`src/rtl/snake_pkg.sv`:
```
// Shared snake-game constants: screen geometry, colours and the food-spawn FSM encoding.
package snake_pkg;
  localparam int X_W   = 8;
  localparam int Y_W   = 7;
  localparam int LEN_W = 7;
  localparam int X_MAX = 159;
  localparam int Y_MAX = 119;

  localparam logic [2:0] COL_BLACK = 3'b000;
  localparam logic [2:0] COL_FOOD  = 3'b100;

  localparam logic [2:0] ST_IDLE  = 3'd0;
  localparam logic [2:0] ST_GEN   = 3'd1;
  localparam logic [2:0] ST_CAPT  = 3'd2;
  localparam logic [2:0] ST_SCAN  = 3'd3;
  localparam logic [2:0] ST_RETRY = 3'd4;
  localparam logic [2:0] ST_PLOT  = 3'd5;
endpackage

```
`src/rtl/food_body_scan.sv`:
```
// Walks the snake body RAM from segment 0 and compares each returned segment with the candidate.
module food_body_scan #(
  parameter int X_W   = snake_pkg::X_W,
  parameter int Y_W   = snake_pkg::Y_W,
  parameter int LEN_W = snake_pkg::LEN_W
) (
  input  logic             clock,
  input  logic             reset,
  input  logic             start,
  input  logic             clear,
  input  logic [LEN_W-1:0] len,
  input  logic [X_W-1:0]   cand_x,
  input  logic [Y_W-1:0]   cand_y,
  output logic [LEN_W-1:0] seg_addr,
  input  logic [X_W-1:0]   seg_x,
  input  logic [Y_W-1:0]   seg_y,
  output logic             hit,
  output logic             done
);
  import snake_pkg::*;

  localparam logic [LEN_W-1:0] ADDR_ONE = LEN_W'(1);

  logic [LEN_W-1:0] addr_q, addr_d;
  logic             issue_q, issue_d;
  logic             cmp_vld_q, cmp_vld_d;
  logic             cmp_last_q, cmp_last_d;
  logic             at_last;

  // RAM data lags the address by one cycle, so the compare flags trail the issue flag.
  always_comb begin
    at_last    = (addr_q == (len - ADDR_ONE));
    addr_d     = addr_q;
    issue_d    = issue_q;
    cmp_vld_d  = issue_q;
    cmp_last_d = issue_q & at_last;
    if (issue_q) begin
      addr_d = addr_q + ADDR_ONE;
      if (at_last) issue_d = 1'b0;
    end
    if (start) begin
      addr_d     = '0;
      issue_d    = 1'b1;
      cmp_vld_d  = 1'b0;
      cmp_last_d = 1'b0;
    end
    if (clear) begin
      issue_d    = 1'b0;
      cmp_vld_d  = 1'b0;
      cmp_last_d = 1'b0;
    end
  end

  always_ff @(posedge clock) begin
    if (reset) begin
      addr_q     <= '0;
      issue_q    <= 1'b0;
      cmp_vld_q  <= 1'b0;
      cmp_last_q <= 1'b0;
    end else begin
      addr_q     <= addr_d;
      issue_q    <= issue_d;
      cmp_vld_q  <= cmp_vld_d;
      cmp_last_q <= cmp_last_d;
    end
  end

  assign seg_addr = addr_q;
  assign hit      = cmp_vld_q & (seg_x == cand_x) & (seg_y == cand_y);
  assign done     = cmp_last_q & ~hit;
endmodule

```
`src/rtl/food_spawn_ctrl.sv`:
```
// Places food by rejection sampling random coordinates against screen bounds and the snake body.
module food_spawn_ctrl #(
  parameter int         X_W       = snake_pkg::X_W,
  parameter int         Y_W       = snake_pkg::Y_W,
  parameter int         LEN_W     = snake_pkg::LEN_W,
  parameter int         X_MAX     = snake_pkg::X_MAX,
  parameter int         Y_MAX     = snake_pkg::Y_MAX,
  parameter int         MAX_TRIES = 15,
  parameter logic [2:0] FOOD_COL  = snake_pkg::COL_FOOD
) (
  input  logic             clock,
  input  logic             reset,
  input  logic             spawn_req,
  input  logic [X_W-1:0]   head_x,
  input  logic [Y_W-1:0]   head_y,
  output logic             rnd_en,
  input  logic [X_W-1:0]   rnd_x,
  input  logic [Y_W-1:0]   rnd_y,
  input  logic [LEN_W-1:0] snake_len,
  output logic [LEN_W-1:0] seg_addr,
  input  logic [X_W-1:0]   seg_x,
  input  logic [Y_W-1:0]   seg_y,
  output logic             plot_req,
  input  logic             plot_gnt,
  output logic [X_W-1:0]   plot_x,
  output logic [Y_W-1:0]   plot_y,
  output logic [2:0]       plot_colour,
  output logic [X_W-1:0]   food_x,
  output logic [Y_W-1:0]   food_y,
  output logic             food_valid,
  output logic             food_hit,
  output logic             busy,
  output logic             spawn_fail
);
  import snake_pkg::*;

  localparam int TRY_W = $clog2(MAX_TRIES + 1);
  localparam logic [TRY_W-1:0] TRY_LAST = TRY_W'(MAX_TRIES - 1);
  localparam logic [TRY_W-1:0] TRY_ONE  = TRY_W'(1);
  localparam logic [X_W-1:0]   X_LIM    = X_W'(X_MAX);
  localparam logic [Y_W-1:0]   Y_LIM    = Y_W'(Y_MAX);

  logic [2:0]       state_q, state_d;
  logic [TRY_W-1:0] tries_q, tries_d;
  logic [X_W-1:0]   cand_x_q, cand_x_d, food_x_q, food_x_d;
  logic [Y_W-1:0]   cand_y_q, cand_y_d, food_y_q, food_y_d;
  logic             food_valid_q, food_valid_d;
  logic             food_hit_q, food_hit_d;
  logic             scan_start, scan_clear, scan_hit, scan_done;
  logic             fail_now;

  food_body_scan #(.X_W(X_W), .Y_W(Y_W), .LEN_W(LEN_W)) u_scan (
    .clock    (clock),
    .reset    (reset),
    .start    (scan_start),
    .clear    (scan_clear),
    .len      (snake_len),
    .cand_x   (cand_x_q),
    .cand_y   (cand_y_q),
    .seg_addr (seg_addr),
    .seg_x    (seg_x),
    .seg_y    (seg_y),
    .hit      (scan_hit),
    .done     (scan_done)
  );

  always_comb begin
    state_d      = state_q;
    tries_d      = tries_q;
    cand_x_d     = cand_x_q;
    cand_y_d     = cand_y_q;
    food_x_d     = food_x_q;
    food_y_d     = food_y_q;
    food_valid_d = food_valid_q;
    scan_start   = 1'b0;
    scan_clear   = 1'b0;
    fail_now     = 1'b0;
    case (state_q)
      ST_IDLE: if (spawn_req) begin
        state_d      = ST_GEN;
        tries_d      = '0;
        food_valid_d = 1'b0;
      end
      ST_GEN: state_d = ST_CAPT;
      ST_CAPT: begin
        cand_x_d = rnd_x;
        cand_y_d = rnd_y;
        if ((rnd_x > X_LIM) || (rnd_y > Y_LIM)) begin
          state_d = ST_RETRY;
        end else if (snake_len == '0) begin
          state_d = ST_PLOT;
        end else begin
          scan_start = 1'b1;
          state_d    = ST_SCAN;
        end
      end
      ST_SCAN: begin
        if (scan_hit) begin
          scan_clear = 1'b1;
          state_d    = ST_RETRY;
        end else if (scan_done) begin
          state_d = ST_PLOT;
        end
      end
      ST_RETRY: begin
        if (tries_q == TRY_LAST) begin
          fail_now = 1'b1;
          state_d  = ST_IDLE;
        end else begin
          tries_d = tries_q + TRY_ONE;
          state_d = ST_GEN;
        end
      end
      ST_PLOT: if (plot_gnt) begin
        food_x_d     = cand_x_q;
        food_y_d     = cand_y_q;
        food_valid_d = 1'b1;
        state_d      = ST_IDLE;
      end
      default: state_d = ST_IDLE;
    endcase
    // Evaluated on next-state food so food_hit can never be high while food_valid is low.
    food_hit_d = food_valid_d & (head_x == food_x_d) & (head_y == food_y_d);
  end

  always_ff @(posedge clock) begin
    if (reset) begin
      state_q      <= ST_IDLE;
      tries_q      <= '0;
      cand_x_q     <= '0;
      cand_y_q     <= '0;
      food_x_q     <= '0;
      food_y_q     <= '0;
      food_valid_q <= 1'b0;
      food_hit_q   <= 1'b0;
    end else begin
      state_q      <= state_d;
      tries_q      <= tries_d;
      cand_x_q     <= cand_x_d;
      cand_y_q     <= cand_y_d;
      food_x_q     <= food_x_d;
      food_y_q     <= food_y_d;
      food_valid_q <= food_valid_d;
      food_hit_q   <= food_hit_d;
    end
  end

  assign rnd_en      = (state_q == ST_GEN);
  assign plot_req    = (state_q == ST_PLOT);
  assign busy        = (state_q != ST_IDLE);
  assign spawn_fail  = fail_now;
  assign plot_x      = cand_x_q;
  assign plot_y      = cand_y_q;
  assign plot_colour = plot_req ? FOOD_COL : COL_BLACK;
  assign food_x      = food_x_q;
  assign food_y      = food_y_q;
  assign food_valid  = food_valid_q;
  assign food_hit    = food_hit_q;
endmodule

```
`config.mk`:
```
export PLATFORM = sky130hd
export DESIGN_NAME = food_spawn_ctrl
export DESIGN_NICKNAME = d
export VERILOG_FILES = /design/src/rtl/snake_pkg.sv /design/src/rtl/food_body_scan.sv /design/src/rtl/food_spawn_ctrl.sv
export SDC_FILE = /design/constraint.sdc
export NUM_CORES = 1
export LEC_CHECK = 0
export ABC_AREA = 1
export BUFFER_PORTS_ARGS = -buffer_cell sky130_fd_sc_hd__buf_2
export CORE_MARGIN = 8
export CORE_UTILIZATION = 35
export CTS_CLUSTER_DIAMETER = 50
export DETAILED_ROUTE_END_ITERATION = 6
export HOLD_SLACK_MARGIN = 0.06
export PLACE_DENSITY = 0.62
export SETUP_SLACK_MARGIN = 0.2
export SLEW_MARGIN = 20
export SYNTH_ARGS = -nofsm -noshare
export SYNTH_HDL_FRONTEND = slang
export SYNTH_SLANG_ARGS = --single-unit
```
`constraint.sdc`:
```
create_clock -name clock -period 1.55 [get_ports clock]
set_clock_uncertainty 0.2 [all_clocks]
set_input_delay 0.0775 -clock clock [delete_from_list [all_inputs] [get_ports clock]]
set_output_delay 0.0775 -clock clock [all_outputs]
set_load 0.01 [all_outputs]
```
# After elaboration in Yosys (flattened, before gate mapping)
# Cells that the tools add are included.
[op_classes]
add_sub_neg = 3
magnitude_cmp = 2
eq_ne = 15
n_mux = 29
bitwise = 7
n_reduce_logical = 10
[op_table]
columns = ["operator", "count"]
rows = [
  ["$eq A7 B7 Y1", 3],
  ["$mux W3", 7],
  ["$pmux W3 S6", 1],
  ["$eq A8 B8 Y1", 2],
  ["$mux W8", 2],
  ["$mux W7", 2],
  ["$mux W1", 13],
  ["$gt A8 B8 Y1 const B", 1],
  ["$mux W4", 2],
  ["$pmux W4 S2", 1],
  ["$add A7 B1 Y7 const B", 1],
  ["$gt A7 B7 Y1 const B", 1],
  ["$logic_not A7 Y1", 1],
  ["$sub A7 B1 Y7 const B", 1],
  ["$and A1 B1 Y1", 6],
  ["$eq A3 B2 Y1 const B", 2],
  ["$eq A3 B3 Y1 const B", 2],
  ["$reduce_and A3 Y1", 2],
  ["$add A4 B1 Y4 const B", 1],
  ["$eq A4 B4 Y1 const B", 1],
  ["$ne A2 B2 Y1 const B", 2],
  ["$reduce_or A2 Y1", 2],
  ["$eq A3 B1 Y1 const B", 1],
  ["$logic_not A3 Y1", 1],
  ["other kinds (8)", 8],
]
[totals]
regBits = 49
in_bits = 56
output_inout_bits = 46
wordCells = 78

# Logic depth before layout (Yosys ltp)
[logic_depth]
ltp_word = 8
ltp_mapped = 13
ltp_nobuf = 13

# Modules after synthesis
# A second synthesis with hierarchy kept.
[hier_totals]
cells_unflattened = 541
hier_area_um2 = 3224.3
[by_module_without_submodules]
columns = ["module", "n_inst", "cells_each", "area_each_um2", "seq_area_each_um2"]
rows = [
  ["food_spawn_ctrl", 1, 361, 2225.9, 780.7],
  ["food_body_scan", 1, 180, 998.5, 200.2],
]

# Least setup slack after synthesis
# No wires, ideal clock.
[synth_timing]
path_type = "register to register"
start = "register state_q[2]"
end = "register cand_x_q[6] (netlist: plot_x[6])"
setup_time_ps = 128
arrival_time_ps = 1269
required_time_ps = 1222
path_slack_ps = -47
stages_incl_launch_ff = 7
path_buffers = 1
synth_period_minus_slack_ps = 1597
path_cell_list = "dfxtp_1 > or2_2 > nor2_1 > inv_1 > clkbuf_1 > o21ai_0 > a21oi_1"
[synth_between]
elab_chain_len = 1
[synth_rtl]
columns = ["element", "line", "text"]
rows = [
  ["start, declared", "food_spawn_ctrl.sv:43", "logic [2:0] state_q, state_d;"],
  ["start signal, assigned", "food_spawn_ctrl.sv:137", "state_q <= state_d;"],
  ["$eq A3 B2 Y1", "food_spawn_ctrl.sv:78", "case (state_q)"],
  ["end signal, assigned", "food_spawn_ctrl.sv:139", "cand_x_q <= cand_x_d;"],
  ["end, declared", "food_spawn_ctrl.sv:45", "logic [X_W-1:0] cand_x_q, cand_x_d, food_x_q, food_x_d;"],
]
# Every way passes these cells.
# A chain may end at the register's enable or synchronous reset.

# Worst setup path in the final report
[layout_timing]
start = "register state_q[1]"
end = "register food_hit_q (netlist: food_hit)"
[layout_between]
elab_chain_len = 5
elab_cells_between_ends = 9
classes_between = "eq/ne: 3; mux: 3; bitwise: 2; reduce/logical: 1"
[layout_rtl]
columns = ["element", "line", "text"]
rows = [
  ["$eq A3 B3 Y1", "food_spawn_ctrl.sv:78", ""],
  ["$mux W8", "food_spawn_ctrl.sv:78", ""],
  ["$eq A8 B8 Y1", "food_spawn_ctrl.sv:123", "food_hit_d = food_valid_d & (head_x == food_x_d) & (head_y == food_y_d);"],
  ["$and A1 B1 Y1", "food_spawn_ctrl.sv:123", ""],
  ["$and A1 B1 Y1 *", "food_spawn_ctrl.sv:123", ""],
  ["end signal, assigned", "food_spawn_ctrl.sv:144", "food_hit_q <= food_hit_d;"],
  ["end, declared", "food_spawn_ctrl.sv:48", "logic food_hit_q, food_hit_d;"],
]
# Every way passes the cells marked *; elsewhere a longest branch is shown, timed or not.

==> results.txt <==
- Run status: complete, but fails checks
* Violations in the final reports: negative setup slack
- H-tree depth reported by CTS: 2
- Area of the multi-input gates: approximately 1900 um2
* Worst reg2reg path startpoint: state_q[1]
* Highest ir drop seen on vdd: between 0.4 and 0.5 mV
- Capturing element type of the critical path: flip-flop
- At the end of routability-driven placement, the weighted congestion stood at ~0.8.
- From synthesis to final layout, the design area changed by 70.4%.
- Die extent in y: 106 um
* Count of buffer and inverter cells on the critical path: 2
* Proportion of synthesized chip area in sequential cells: 0.345
* Number of detailed-route iterations in the first pass: 4
- Of the total power, combinational logic draws 0.502.
- The count of pins over their slew limit came to 0.
- Cell-internal power: a little under 3 mW
- Setup violations remaining at the end of the flow were counted as 30.
* Leakage: 2.37 nW
- Peak per-stage delay on the critical path: roughly 0.34 ns
- Clock tree synthesis inserted a total of 5 buffers.
* Final worst path period share: 1.11
- Synthesis inferred 49 register bits.
- The share of total power dissipated in the clock network is 0.156.
- Share of cells above drive strength 1: 0.440
* Initial core utilization: 0.353
- Total grt overflow: 0
- Startpoint of the tightest hold check path: snake_len[6]
- All-Layer GR Usage: 0.173
- In this run the worst hold path is classified as input pin to flip-flop.
- The slowest stage of the critical path belongs to the cell sky130_fd_sc_hd__dfxtp_2.
- After synthesis the cells add up to between 2000 and 3000 um2.
- WP data arrival: around 1.8 ns
- Clock latency on the worst-skew pair: 0.31 ns
- Mean instance size in the synthesized netlist: around 6.3 um2
- Excluding fillers, the count of instances in the completed layout stands at roughly 750.
* Number of inserted filler cells in the final layout: approximately 730
* CORE AREA: 8050 um2
* Most numerous cell on the critical path: sky130_fd_sc_hd__nand2_1
- Along the worst hold path, the cell count comes to 8.
- Of the total power, the share spent switching nets is 0.401.
- Once detailed placement completed, the half-perimeter wirelength came to slightly above 7 mm.
- Clock tree from TritonCTS: built
- The first global-routing pass estimated 16.1 mm of wire.
- In the final layout, flip-flops and latches occupy around 1000 um2.
* Buffer type at the clock tree root: sky130_fd_sc_hd__clkbuf_8
* Largest family of logic cells by synthesized area: simple AND/OR/NAND/NOR gates
- IO Pins: a little over 100
- For flop-to-flop paths, the worst setup slack is -0.17 ns.
* Power density relative to cell area: about 1000 nW/um2
- Top fanout value on the critical path: 13
- Setup repair after global routing could not meet its margin everywhere.
- Top delay family on crit path: simple AND/OR/NAND/NOR gates
- Final worst hold slack: roughly 0.08 ns
* Number of maximum-capacitance violations: 0
- Average vias per placed instance: 4.66
- Number of nets still failing antenna checks after routing: 0
- Placed cell count: about 700
- Of the total power, registers draw 0.342.
- Xor and xnor fraction of the mapped netlist area: 0.0277
- The worst hold path terminates at u_scan.cmp_last_q.
- The number of antenna diodes in the final layout is 0.
- The floorplan has 33 rows.
- Fmax: a little under 600 MHz
- Worst r2r dst: food_hit
- Routed len/inst: roughly 13 um
* Final wirelength: roughly 10 mm
* Path type of the worst setup path: flip-flop to flip-flop
* Switching Power: ~2 mW
* Number of warnings reported in the yosys synthesis log: 0
* Required time of the critical path: roughly 1.6 ns
* DIE AREA: 11300 um2
- Violation count after the first detailed-route iteration: 140
- Vias in the first global route: roughly 3500
- Number of instances in the synthesized netlist: ~450
- Pin count of the biggest net entering global routing: 20
* Adder and majority gate portion of the synthesized area: 0.0176
- Depth of the most critical reg-to-reg path: 12
* DIE WIDTH: around 110 um
* Clock-pin slew on the worst setup and hold paths: approximately 0.1 ns
* Routed via count: ~3500
* Portion of netlist area occupied by mux cells: 0.00352
- At the end of the flow, the number of nets in the layout was between 700 and 800.
- The signal on the critical path passes through inv_4 -> nand3_4 -> nor2_4 -> buf_12 -> nand2_1 -> o21ai_2 -> nand2_1 -> nand2_1 -> nand2_1 -> nor2_1 -> nand2_1 -> nor2_1.
- After detailed routing, the number of remaining DRC violations is 0.
* Final hold vios: 0
* Minimum clock period: roughly 1.7 ns
- Antenna violations before repair: 0
* Worst slack after detailed placement: -0.143 ns
* Launching element type of the critical path: flip-flop
* Compound-gate portion of the synthesized area: 0.134
* Total of buffers placed on input and output ports: 99
- Setup slack on the critical path of the routed design comes to -0.167 ns.
- Counting along the longest clock path gives a buffer depth of 2.
- CTS saw 49 sinks.
* Distinct cell type count after synthesis: 33
- Simple-gate area share of the yosys netlist: 0.350
[layout make-up]
cell class | count | share of cell area
inverters | 70 | 0.0592
well taps | 105 | 0.0271
multi-input cells | 321 | 0.384
repair inverters | 1 | 0.00181
flip-flops and latches | 49 | 0.209
clock inverters | 3 | 0.00336
clock buffers | 5 | 0.0142
repair buffers | 197 | 0.302
[worst reg2reg max path, stage by stage, from the launching register on]
cell and delay, ns:
sky130_fd_sc_hd__dfxtp_2 0.34, sky130_fd_sc_hd__inv_4 0.07, sky130_fd_sc_hd__nand3_4 0.08, sky130_fd_sc_hd__nor2_4 0.15
sky130_fd_sc_hd__buf_12 0.16, sky130_fd_sc_hd__nand2_1 0.10, sky130_fd_sc_hd__o21ai_2 0.09, sky130_fd_sc_hd__nand2_1 0.09
sky130_fd_sc_hd__nand2_1 0.07, sky130_fd_sc_hd__nand2_1 0.05, sky130_fd_sc_hd__nor2_1 0.10, sky130_fd_sc_hd__nand2_1 0.06
sky130_fd_sc_hd__nor2_1 0.11
[routing by layer]
metal,track usage,wire [um],up-vias
li1,-,-,1794
met1,0.191,4230,1580
met2,0.311,4890,104
met3,0.0484,685,24
met4,0.0543,305,0
met5,0,0,-
[per-stage QoR]
| step | power [mW] | util | setup TNS [ns] | instance area (um2) |
|---|---|---|---|---|
| after global routing | 5.28 | 0.602 | -3.85 | 4840 |
| after floorplan | 2.70 | - | 0 | 2970 |
| final | 4.96 | 0.602 | -1.92 | 4840 |
| after CTS | 4.70 | 0.577 | -1.24 | 4640 |
| after detailed placement | 3.42 | 0.477 | -0.599 | 3840 |
| after global placement | 3.40 | 0.477 | -0.294 | 3840 |
[power groups by stage]
stage / Combinational, mW / Clock, mW / Sequential (mW)
6_report: 2.49 / 0.776 / 1.70
2_1_floorplan: 0.936 / 0 / 1.76
5_1_grt: 2.70 / 0.851 / 1.73
3_5_place_dp: 1.71 / 0 / 1.72
4_1_cts: 2.21 / 0.796 / 1.69
3_3_place_gp: 1.69 / 0 / 1.71
[cell usage after synthesis]
cell	n	area, um2
sky130_fd_sc_hd__nor3b_1	1	7.51
sky130_fd_sc_hd__buf_4	4	30.0
sky130_fd_sc_hd__xnor2_1	2	17.5
sky130_fd_sc_hd__and3_1	1	6.26
sky130_fd_sc_hd__conb_1	1	3.75
sky130_fd_sc_hd__buf_1	1	3.75
sky130_fd_sc_hd__inv_1	68	255
sky130_fd_sc_hd__nand3_1	17	85.1
sky130_fd_sc_hd__nor2_1	58	218
sky130_fd_sc_hd__and2_1	1	6.26
sky130_fd_sc_hd__and2_0	1	6.26
sky130_fd_sc_hd__ha_1	4	50.1
sky130_fd_sc_hd__clkbuf_1	6	22.5
sky130_fd_sc_hd__o21ai_2	7	61.3
sky130_fd_sc_hd__nand4_1	4	25.0
sky130_fd_sc_hd__o21ai_1	3	15.0
sky130_fd_sc_hd__xor2_1	7	61.3
sky130_fd_sc_hd__o211ai_1	7	52.6
sky130_fd_sc_hd__buf_6	2	22.5
sky130_fd_sc_hd__nand2_2	4	25.0
sky130_fd_sc_hd__nand2_1	137	514
sky130_fd_sc_hd__nand3b_1	8	60.1
sky130_fd_sc_hd__nor2_4	1	11.3
sky130_fd_sc_hd__nand3_2	1	10.0
sky130_fd_sc_hd__nor3_1	3	15.0
sky130_fd_sc_hd__inv_2	1	3.75
sky130_fd_sc_hd__o21ai_0	22	110
sky130_fd_sc_hd__o21bai_1	1	7.51
sky130_fd_sc_hd__or2_2	1	6.26
sky130_fd_sc_hd__mux2i_1	1	10.0
sky130_fd_sc_hd__dfxtp_1	49	981
sky130_fd_sc_hd__a21oi_1	27	135
sky130_fd_sc_hd__clkinv_1	1	3.75
[placed cells by master (no fill, tap or decap), types with 12 or more instances in the layout]
master                          count
sky130_fd_sc_hd__a21oi_1           22
sky130_fd_sc_hd__buf_2             94
sky130_fd_sc_hd__buf_4             52
sky130_fd_sc_hd__buf_6             12
sky130_fd_sc_hd__dfxtp_1           28
sky130_fd_sc_hd__dfxtp_2           19
sky130_fd_sc_hd__dlygate4sd3_1     33
sky130_fd_sc_hd__inv_1             55
sky130_fd_sc_hd__nand2_1          122
sky130_fd_sc_hd__nand2_2           13
sky130_fd_sc_hd__nor2_1            46
sky130_fd_sc_hd__o21ai_2           23
[sequential cells by signal (all words and copies together), names as in the netlist]
name	cells
plot_y	7
food_valid	1
u_scan.cmp_vld_q	1
tries_q	4
food_x	8
u_scan.seg_addr	7
state_q	3
food_hit	1
u_scan.cmp_last_q	1
u_scan.issue_q	1
plot_x	8
food_y	7
[cell families (layout without fill, tap and decap cells)]
| logic type | after synthesis | after routing |
|---|---|---|
| AND/OR/NAND/NOR | 238 | 238 |
| buffers and inverters | 83 | 276 |
| AO/OA/AOI/OAI | 67 | 67 |
| flip-flops | 49 | 49 |
| XOR/XNOR | 9 | 9 |
| adder cells (fa/ha/maj) | 4 | 4 |
| other | 1 | 2 |
| multiplexers | 1 | 1 |
[worst max path at each step]
stage                     slack (ns)        to        from  cells after the start
final                          -0.17  food_hit  state_q[1]                     12
after global routing           -0.23  food_hit  state_q[1]                     12
after CTS                      -0.10  food_hit  state_q[1]                     11
after detailed placement       -0.14  food_hit  state_q[1]                     11
after global placement         -0.08  food_hit  state_q[1]                     11
after floorplan                 0.04  food_hit  state_q[1]                     12
[timing repair]
| action | in CTS | in global routing |
|---|---|---|
| resized for setup | 58 | 39 |
| pin swaps | 22 | 15 |
| setup buffers | 13 | 8 |
| hold buffers | 33 | 0 |
| cloned | 3 | 0 |
| endpoints found under the setup margin | 51 | 52 |
| endpoints found under the hold margin | 39 | 0 |
Power figures use the tool's default switching activity.
